`src/rtl/jtag_master_pkg.sv`:
```
// jtag_master_pkg: shared state encoding, default sizing and JTAG pin reset levels
package jtag_master_pkg;
  typedef enum logic [1:0] {IDLE, LOW, HIGH, RESP} state_t;
  localparam int DEF_CLK_DIV = 4;
  localparam int DEF_MAX_BITS = 32;
  localparam logic TCK_RST = 1'b0;
  localparam logic TMS_RST = 1'b1;
  localparam logic TDI_RST = 1'b0;
endpackage

```
`src/rtl/jtag_master_tick.sv`:
```
// jtag_master_tick: counts CLK_DIV cycles per TCK half-period, reloading at every phase end
module jtag_master_tick #(
  parameter int CLK_DIV = 4
) (
  input  logic clk_i,
  input  logic rst_i,
  input  logic en,
  input  logic restart,
  output logic phase_done
);
  localparam int CW = CLK_DIV > 1 ? $clog2(CLK_DIV) : 1;
  localparam logic [CW-1:0] LAST = CW'(CLK_DIV - 1);
  logic [CW-1:0] cnt;
  assign phase_done = en && cnt == LAST;
  always_ff @(posedge clk_i or posedge rst_i)
    if (rst_i) cnt <= '0;
    else cnt <= (restart || phase_done || !en) ? '0 : cnt + 1'b1;
endmodule

```
`src/rtl/jtag_master.sv`:
```
// jtag_master: shifts LSB-first TMS/TDI vectors through a TAP and returns the captured TDO bits
module jtag_master
  import jtag_master_pkg::*;
#(
  parameter int CLK_DIV = DEF_CLK_DIV,
  parameter int MAX_BITS = DEF_MAX_BITS,
  parameter int LEN_W = $clog2(MAX_BITS + 1)
) (
  input  logic                clk_i,
  input  logic                rst_i,
  input  logic                cmd_valid_i,
  output logic                cmd_ready_o,
  input  logic [LEN_W-1:0]    cmd_len_i,
  input  logic [MAX_BITS-1:0] cmd_tms_i,
  input  logic [MAX_BITS-1:0] cmd_tdi_i,
  output logic                rsp_valid_o,
  input  logic                rsp_ready_i,
  output logic [MAX_BITS-1:0] rsp_tdo_o,
  output logic                jtag_tck_o,
  output logic                jtag_tms_o,
  output logic                jtag_tdi_o,
  output logic                jtag_trst_no,
  input  logic                jtag_tdo_i
);
  localparam int IW = MAX_BITS > 1 ? $clog2(MAX_BITS) : 1;
  localparam logic [LEN_W-1:0] MAX_LEN = LEN_W'(MAX_BITS);
  state_t state;
  logic [LEN_W-1:0] len_q, sat_len;
  logic [IW-1:0] idx;
  logic [MAX_BITS-1:0] tms_sr, tdi_sr, shadow;
  logic accept, phase_done;
  assign accept = state == IDLE && cmd_valid_i && cmd_ready_o;
  assign sat_len = cmd_len_i > MAX_LEN ? MAX_LEN : cmd_len_i;
  jtag_master_tick #(.CLK_DIV(CLK_DIV)) u_tick (
    .clk_i(clk_i),
    .rst_i(rst_i),
    .en(state == LOW || state == HIGH),
    .restart(accept),
    .phase_done(phase_done)
  );
  always_ff @(posedge clk_i or posedge rst_i)
    if (rst_i) begin
      state <= IDLE;
      jtag_tck_o <= TCK_RST;
      jtag_tms_o <= TMS_RST;
      jtag_tdi_o <= TDI_RST;
      jtag_trst_no <= 1'b0;
      cmd_ready_o <= 1'b0;
      rsp_valid_o <= 1'b0;
      rsp_tdo_o <= '0;
      len_q <= '0;
      idx <= '0;
      tms_sr <= '0;
      tdi_sr <= '0;
      shadow <= '0;
    end else begin
      jtag_trst_no <= 1'b1;
      case (state)
        IDLE: begin
          cmd_ready_o <= 1'b1;
          if (accept) begin
            cmd_ready_o <= 1'b0;
            len_q <= sat_len;
            idx <= '0;
            shadow <= '0;
            tms_sr <= cmd_tms_i >> 1;
            tdi_sr <= cmd_tdi_i >> 1;
            if (cmd_len_i == '0) begin
              state <= RESP;
              rsp_tdo_o <= '0;
            end else begin
              state <= LOW;
              jtag_tms_o <= cmd_tms_i[0];
              jtag_tdi_o <= cmd_tdi_i[0];
            end
          end
        end
        LOW:
          if (phase_done) begin
            jtag_tck_o <= 1'b1;
            shadow[idx] <= jtag_tdo_i;
            state <= HIGH;
          end
        HIGH:
          if (phase_done) begin
            jtag_tck_o <= 1'b0;
            if (LEN_W'(idx) == len_q - 1'b1) begin
              state <= RESP;
              rsp_valid_o <= 1'b1;
              rsp_tdo_o <= shadow;
            end else begin
              idx <= idx + 1'b1;
              jtag_tms_o <= tms_sr[0];
              jtag_tdi_o <= tdi_sr[0];
              tms_sr <= tms_sr >> 1;
              tdi_sr <= tdi_sr >> 1;
              state <= LOW;
            end
          end
        RESP:
          if (!rsp_valid_o) rsp_valid_o <= 1'b1;
          else if (rsp_ready_i) begin
            rsp_valid_o <= 1'b0;
            cmd_ready_o <= 1'b1;
            state <= IDLE;
          end
      endcase
    end
endmodule

```
`config.mk`:
```
export PLATFORM = sky130hd
export DESIGN_NAME = jtag_master
export DESIGN_NICKNAME = d
export VERILOG_FILES = /design/src/rtl/jtag_master_pkg.sv /design/src/rtl/jtag_master_tick.sv /design/src/rtl/jtag_master.sv
export SDC_FILE = /design/constraint.sdc
export NUM_CORES = 1
export LEC_CHECK = 0
export ABC_CLOCK_PERIOD_IN_PS = 14800
export CORE_MARGIN = 1
export CORE_UTILIZATION = 58
export DETAILED_ROUTE_END_ITERATION = 10
export PLACE_DENSITY_LB_ADDON = 0.3
export SLEW_MARGIN = 10
export SYNTH_ARGS = -nofsm -noshare
export SYNTH_HDL_FRONTEND = slang
export SYNTH_SLANG_ARGS = --single-unit
```
`constraint.sdc`:
```
create_clock -name clk_i -period 14.8 [get_ports clk_i]
set_input_delay 2.96 -clock clk_i [delete_from_list [all_inputs] [get_ports clk_i]]
set_output_delay 2.96 -clock clk_i [all_outputs]
set_load 0.01 [all_outputs]
```
==> results.txt, run 1 <==
run status: finished, final reports clean
Setup TNS: 0 ns
Mapped Area: 0.00710 mm2
hold_buf cts: 0
Die H: 113 um
Worst Hold Launch: u_tick.cnt[0]
Leakage Power: 3.87 nW
CTS Buf Count: 17
Syn Area/Cell: 10.5 um2
worst min-delay path class: reg -> reg
register bit total from synthesis: 147
FF-to-FF Start: state[0]
Core Region: 0.0120 mm2
Max Slew Vio Count: 0
number of enable flip-flop cells after synthesis: 0
worst vdd rail ir drop: 0.100 mV
crit-path max cell delay: 0.90 ns
worst-path maximum fanout: 66
sequential standard cell area: 0.00368 mm2
antenna cells: 0
CTS tree: done
# resized after CTS: 0
Routed Antenna Nets: 0
Hold Fails Final Rpt: 0
crit share post-route: 0.401
routed vias: 5826
I/O pin count: 113
DRT Wirelength: 16.4 mm
drt first pass iters: 5
CP arrival: 6.23 ns
placer congestion estimate: 0.851
fraction of registers with async set/reset: 1.00
register area share after synthesis: 0.518
clock latency on the worst-skew pair: 0.43 ns
YS warnings: 0
area grow syn2layout: 23.4%
die width: 113 um
first-pass GRT wire length: 27.8 mm
initial antenna violation count: 0
# fillers: 826
Startpoint Class: primary input
layout net count: 842
number of global-route vias before repair: 5554
DRC violations left: 0
Rel. slew slack: 0.216
worst slew pin tran: 1.18 ns
I/O Buffers: 112
Multi-input gate area: 0.00314 mm2
WHS: 0.455 ns
Crit. Startpoint: cmd_valid_i
Critical path buffers and inverters: 1
critical path, cell by cell: clkdlybuf4s50_1 -> a21boi_1 -> a21o_1 -> nor2_4 -> nand2b_2 -> a221o_1
clock buffer depth: 2
Post-Syn Instances: 677
Worst path top cell family by delay: simple AND/OR/NAND/NOR gates
pre-CTS worst setup slack: 8.47 ns
HPWL after detailed placement: 10.3 mm
MaxCap Viol Count: 0
count of cell types in the netlist: 58
WP data required: 15.11 ns
Worst Slack Setup Final: 8.87 ns
initial DRC count: 415
per-cell routed wire length: 17.9 um
GR Util All Layers: 0.281
setup bufs post-CTS: 0
vias per std cell: 6.35
CTS clk-pin slew, worst paths: 0.06 ns
f_max: 169 MHz
net count after synthesis: 762
layout cells sized above 1: 0.0753
Setup CP Type: in -> reg
PwrDens: 209 mW/mm2
count of final setup violators: 0
Starting Density: 0.594
Rows: 40
largest net degree at the start of global routing: 87
CP Capture Type: register
clock sink total: 147
total grt overflow: 0
full die area: 0.0127 mm2
Clock Root Buffer: clkbuf_16
Worst Clk Skew: 0.0127 ns
Tot Pwr: 1.83 mW
slowest cell on the critical path: nand2b_2
Synth Flop Type: dfrtp_1
unrepaired setup endpoints after global routing: no
fin crit period: 5.93 ns
Max H-tree Level: 4
-- sequential cells by signal (all words and copies together) (netlist names), 2 cells and up --
register / cells
tms_sr: 31
len_q: 6
tdi_sr: 31
state: 2
shadow: 32
rsp_tdo_o: 32
u_tick.cnt: 2
idx: 5
-- logic make-up (layout without fill, tap and decap cells) --
kind of cell,after synthesis,in the layout,share of synthesized area
AND/OR/NAND/NOR,190,190,0.143
XOR/XNOR,4,4,0.00493
adder cells (fa/ha/maj),10,10,0.0176
flip-flops,147,147,0.518
other,1,1,0.000528
AO/OA/AOI/OAI,253,253,0.263
buffers and inverters,66,159,0.0437
multiplexers,6,6,0.00934
-- layer usage --
layer | up-vias | part of all wire | wire (um) | track usage
met5 | - | 0 | 0 | 0
met4 | 0 | 0.014 | 238 | 0.116
met3 | 19 | 0.064 | 1050 | 0.0572
met2 | 243 | 0.49 | 8010 | 0.441
met1 | 2855 | 0.43 | 7110 | 0.385
li1 | 2709 | - | - | -
-- cells in the mapped netlist (all sizes together) (2+ instances only) --
master / instances / share of area
a211oi: 3 / 0.0056
a21boi: 34 / 0.036
a21oi: 7 / 0.0055
a221o: 60 / 0.085
a22o: 3 / 0.0037
a31o: 26 / 0.032
a31oi: 2 / 0.0018
a32o: 6 / 0.0085
and2: 2 / 0.0018
and3: 62 / 0.055
and3b: 2 / 0.0025
buf: 13 / 0.016
clkbuf: 45 / 0.024
dfrtp: 146 / 0.51
ha: 10 / 0.018
inv: 8 / 0.0042
mux2: 5 / 0.0079
nand2: 70 / 0.037
nand2b: 8 / 0.0070
nand3: 3 / 0.0021
nand3b: 3 / 0.0032
nand4: 4 / 0.0035
nor2: 14 / 0.0074
nor3: 5 / 0.0049
nor3b: 3 / 0.0032
nor4: 2 / 0.0018
nor4bb: 2 / 0.0028
o21ai: 102 / 0.072
or3: 3 / 0.0026
or3b: 2 / 0.0025
or4: 2 / 0.0021
xnor2: 2 / 0.0025
xor2: 2 / 0.0025
-- layout make-up --
class,count,area share
flip-flops and latches,147,0.420
clock buffers,18,0.0501
well taps,147,0.0210
inverters,8,0.00400
clock inverters,14,0.0138
multi-input cells,464,0.358
repair buffers,119,0.134
-- cell usage in the layout, fill, tap and decap left out, drive strengths merged, types with 4 or more instances in the layout --
| master | count |
|---|---|
| inv | 15 |
| clkinv | 6 |
| a21boi | 34 |
| a31o | 26 |
| a21oi | 7 |
| mux2 | 5 |
| nor3 | 5 |
| and3 | 62 |
| buf | 7 |
| a221o | 60 |
| nor2 | 14 |
| nand4 | 4 |
| clkbuf | 18 |
| ha | 10 |
| a32o | 6 |
| nand2b | 8 |
| o21ai | 102 |
| nand2 | 70 |
| clkdlybuf4s50 | 112 |
| dfrtp | 146 |
-- final timing paths --
check	to	slack, ns	cells after the start
worst min-delay path	u_tick.cnt[0]	0.46	1
min in group asynchronous	rsp_tdo_o[26]	3.04	2
worst max register to register	tdi_sr[8]	10.92	7
max in group asynchronous	tdi_sr[2]	10.51	3
worst min register to register	u_tick.cnt[0]	0.46	1
worst max-delay path	tdi_sr[8]	8.87	6
-- metrics by stage --
step	util	instance area, um2	std cells
3_5_place_dp	0.686	8210	885
3_3_place_gp	0.686	8210	885
6_report	0.733	8770	917
4_1_cts	0.733	8770	917
5_1_grt	0.733	8770	917
2_1_floorplan	-	7100	677
-- power by group --
part | internal, mW | leakage [nW] | switching (mW)
registers | 0.550 | 1.84 | 0.104
logic | 0.377 | 1.76 | 0.392
clock network | 0.224 | 0.277 | 0.180
total | 1.15 | 3.87 | 0.677
(Power assumes the default switching activity.)
==> run 2, diff against run 1 <==
- ABC_CLOCK_PERIOD_IN_PS: 14800 -> 6000
- CORE_UTILIZATION: 58 -> 54
- clock period: 14.8 -> 6 ns (I/O delays scaled with it)
==> results.txt, run 2 (synthesis results as in run 1) <==
worst min-delay path class: reg -> reg (unchanged)
Comb power frac: 0.423 (was 0.421)
Setup CP Type: in -> reg (unchanged)
Core Region: 0.0127 mm2 (was 0.0120 mm2)
DRT Wirelength: 16.5 mm (was 16.4 mm)
Worst Clk Skew: 0.0121 ns (was 0.0127 ns)
full die area: 0.0136 mm2 (was 0.0127 mm2)
clock sink total: 147 (unchanged)
placer congestion estimate: 0.809 (was 0.851)
CTS tree: done (unchanged)
Worst Slack Setup Final: 2.31 ns (was 8.87 ns)
commonest non-fill, non-tap cells in the layout: dfrtp_1 (146), clkdlybuf4s50_1 (112), o21ai_0 (74) (unchanged)
CP Capture Type: register (unchanged)
GR Util All Layers: 0.254 (was 0.281)
f_max: 271 MHz
Largest regs: rsp_tdo_o x32, shadow x32 (unchanged)
clock buffer depth: 2 (unchanged)
Net Sw Frac: 0.358 (was 0.370)
WHS: 0.442 ns (was 0.455 ns)
crit share post-route: 0.616
Setup TNS: 0 ns (unchanged)
unrepaired setup endpoints after global routing: no (unchanged)
sequential share of power: 0.357 (was 0.358)
Critical path buffers and inverters: 2 (was 1)
worst vdd rail ir drop: 0.255 mV (was 0.100 mV)
PwrDens: 512 mW/mm2 (was 209 mW/mm2)
slowest cell on the critical path: nand2b_2 (unchanged)
area of placed instances: 0.00824 mm2 (was 0.00821 mm2)
layout cells sized above 1: 0.0727 (was 0.0753)
pre-CTS worst setup slack: 1.90 ns (was 8.47 ns)
I/O Buffers: 112 (unchanged)
crit-path max cell delay: 0.76 ns (was 0.90 ns)
drt first pass iters: 6 (was 5)
area grow syn2layout: 24.0% (was 23.4%)
routed vias: 5800 (was 5826)
worst slew pin tran: 1.22 ns (was 1.18 ns)
run status: finished, final reports clean (unchanged)
most common cell after layout, fill and taps aside: dfrtp_1 (unchanged)
Internal: 2.90 mW (was 1.15 mW)
CTS clk-pin slew, worst paths: 0.05 ns (was 0.06 ns)
FF-to-FF Start: state[0] (unchanged)
worst-path maximum fanout: 66 (unchanged)
clock latency on the worst-skew pair: 0.43 ns (about the same)
DRC violations left: 0 (unchanged)
largest net degree at the start of global routing: 103 (was 87)
Worst path top cell family by delay: compound AO/OA/AOI/OAI gates (was simple AND/OR/NAND/NOR gates)
Hold Fails Final Rpt: 0 (unchanged)
initial antenna violation count: 0 (unchanged)
first-pass GRT wire length: 26.4 mm (was 27.8 mm)
Die H: 117 um (was 113 um)
Routed Antenna Nets: 0 (unchanged)
CP arrival: 3.99 ns (was 6.23 ns)
HPWL after detailed placement: 10.4 mm (was 10.3 mm)
number of global-route vias before repair: 5393 (was 5554)
fin crit period: 3.69 ns
Sw Pwr: 1.62 mW (was 0.677 mW)
Rel. slew slack: 0.186 (was 0.216)
Finished Cell Area: 0.00881 mm2 (was 0.00877 mm2)
layout net count: 842 (unchanged)
# resized after CTS: 0 (unchanged)
CTS Buf Count: 17 (unchanged)
total grt overflow: 0 (unchanged)
Starting Density: 0.558 (was 0.594)
antenna cells: 0 (unchanged)
initial DRC count: 450 (was 415)
MaxCap Viol Count: 0 (unchanged)
count of final setup violators: 0 (unchanged)
Rows: 41 (was 40)
vias per std cell: 6.16 (was 6.35)
Startpoint Class: primary input (unchanged)
hold_buf cts: 0 (unchanged)
I/O pin count: 113 (unchanged)
WP data required: 6.29 ns (was 15.11 ns)
Clock Power Share: 0.220 (was 0.221)
Clock Root Buffer: clkbuf_16 (unchanged)
Max Slew Vio Count: 0 (unchanged)
Max H-tree Level: 4 (unchanged)
Worst Hold Launch: u_tick.cnt[0] (unchanged)
per-cell routed wire length: 17.5 um (was 17.9 um)
Crit. Startpoint: cmd_valid_i (unchanged)
die width: 117 um (was 113 um)
critical path, cell by cell: clkdlybuf4s50_1 -> a21boi_1 -> a21o_1 -> nor2_4 -> buf_4 -> nand2b_2 -> a221o_1 (was clkdlybuf4s50_1 -> a21boi_1 -> a21o_1 -> nor2_4 -> nand2b_2 -> a221o_1)
Leakage Power: 3.87 nW (about the same)
setup bufs post-CTS: 0 (unchanged)
run 2: final timing paths:
check / to / slack (ns) / depth (start not counted)
worst max register to register: tdi_sr[14] / 2.51 / 8
min in group asynchronous: rsp_tdo_o[0] / 1.31 / 2
worst min-delay path: u_tick.cnt[0] / 0.44 / 1
max in group asynchronous: len_q[4] / 3.56 / 3
worst min register to register: u_tick.cnt[0] / 0.44 / 1
worst max-delay path: tdi_sr[14] / 2.31 / 7
run 2: stage by stage:
stage	util	cells	total power, mW
floorplan	-	677	3.00
global placement	0.648	910	3.40
CTS	0.692	942	4.51
detailed placement	0.648	910	3.52
finish	0.693	942	4.51
global route	0.693	942	4.79
run 2: per-layer routing:
metal	part of all wire	vias up	global-route usage
li1	-	2705	-
met1	0.42	2842	0.323
met2	0.50	228	0.422
met3	0.064	25	0.0550
met4	0.015	0	0.110
met5	0	-	0
run 2: area by class of cell:
class / count / area, um2
tap: 172 / 215
clock buffer: 23 / 478
multi-input combinational: 464 / 3150
clock inverter: 9 / 82.6
inverter: 8 / 35.0
fill: 965 / 3910
sequential: 147 / 3680
timing repair buffer: 119 / 1170
run 2: power groups by stage:
stage / combinational, mW / sequential (mW) / clock, mW
floorplan: 1.40 / 1.60 / 0
global placement: 1.80 / 1.60 / 0
detailed placement: 1.91 / 1.61 / 0
CTS: 1.90 / 1.61 / 1.00
global route: 2.09 / 1.65 / 1.05
finish: 1.91 / 1.61 / 0.993
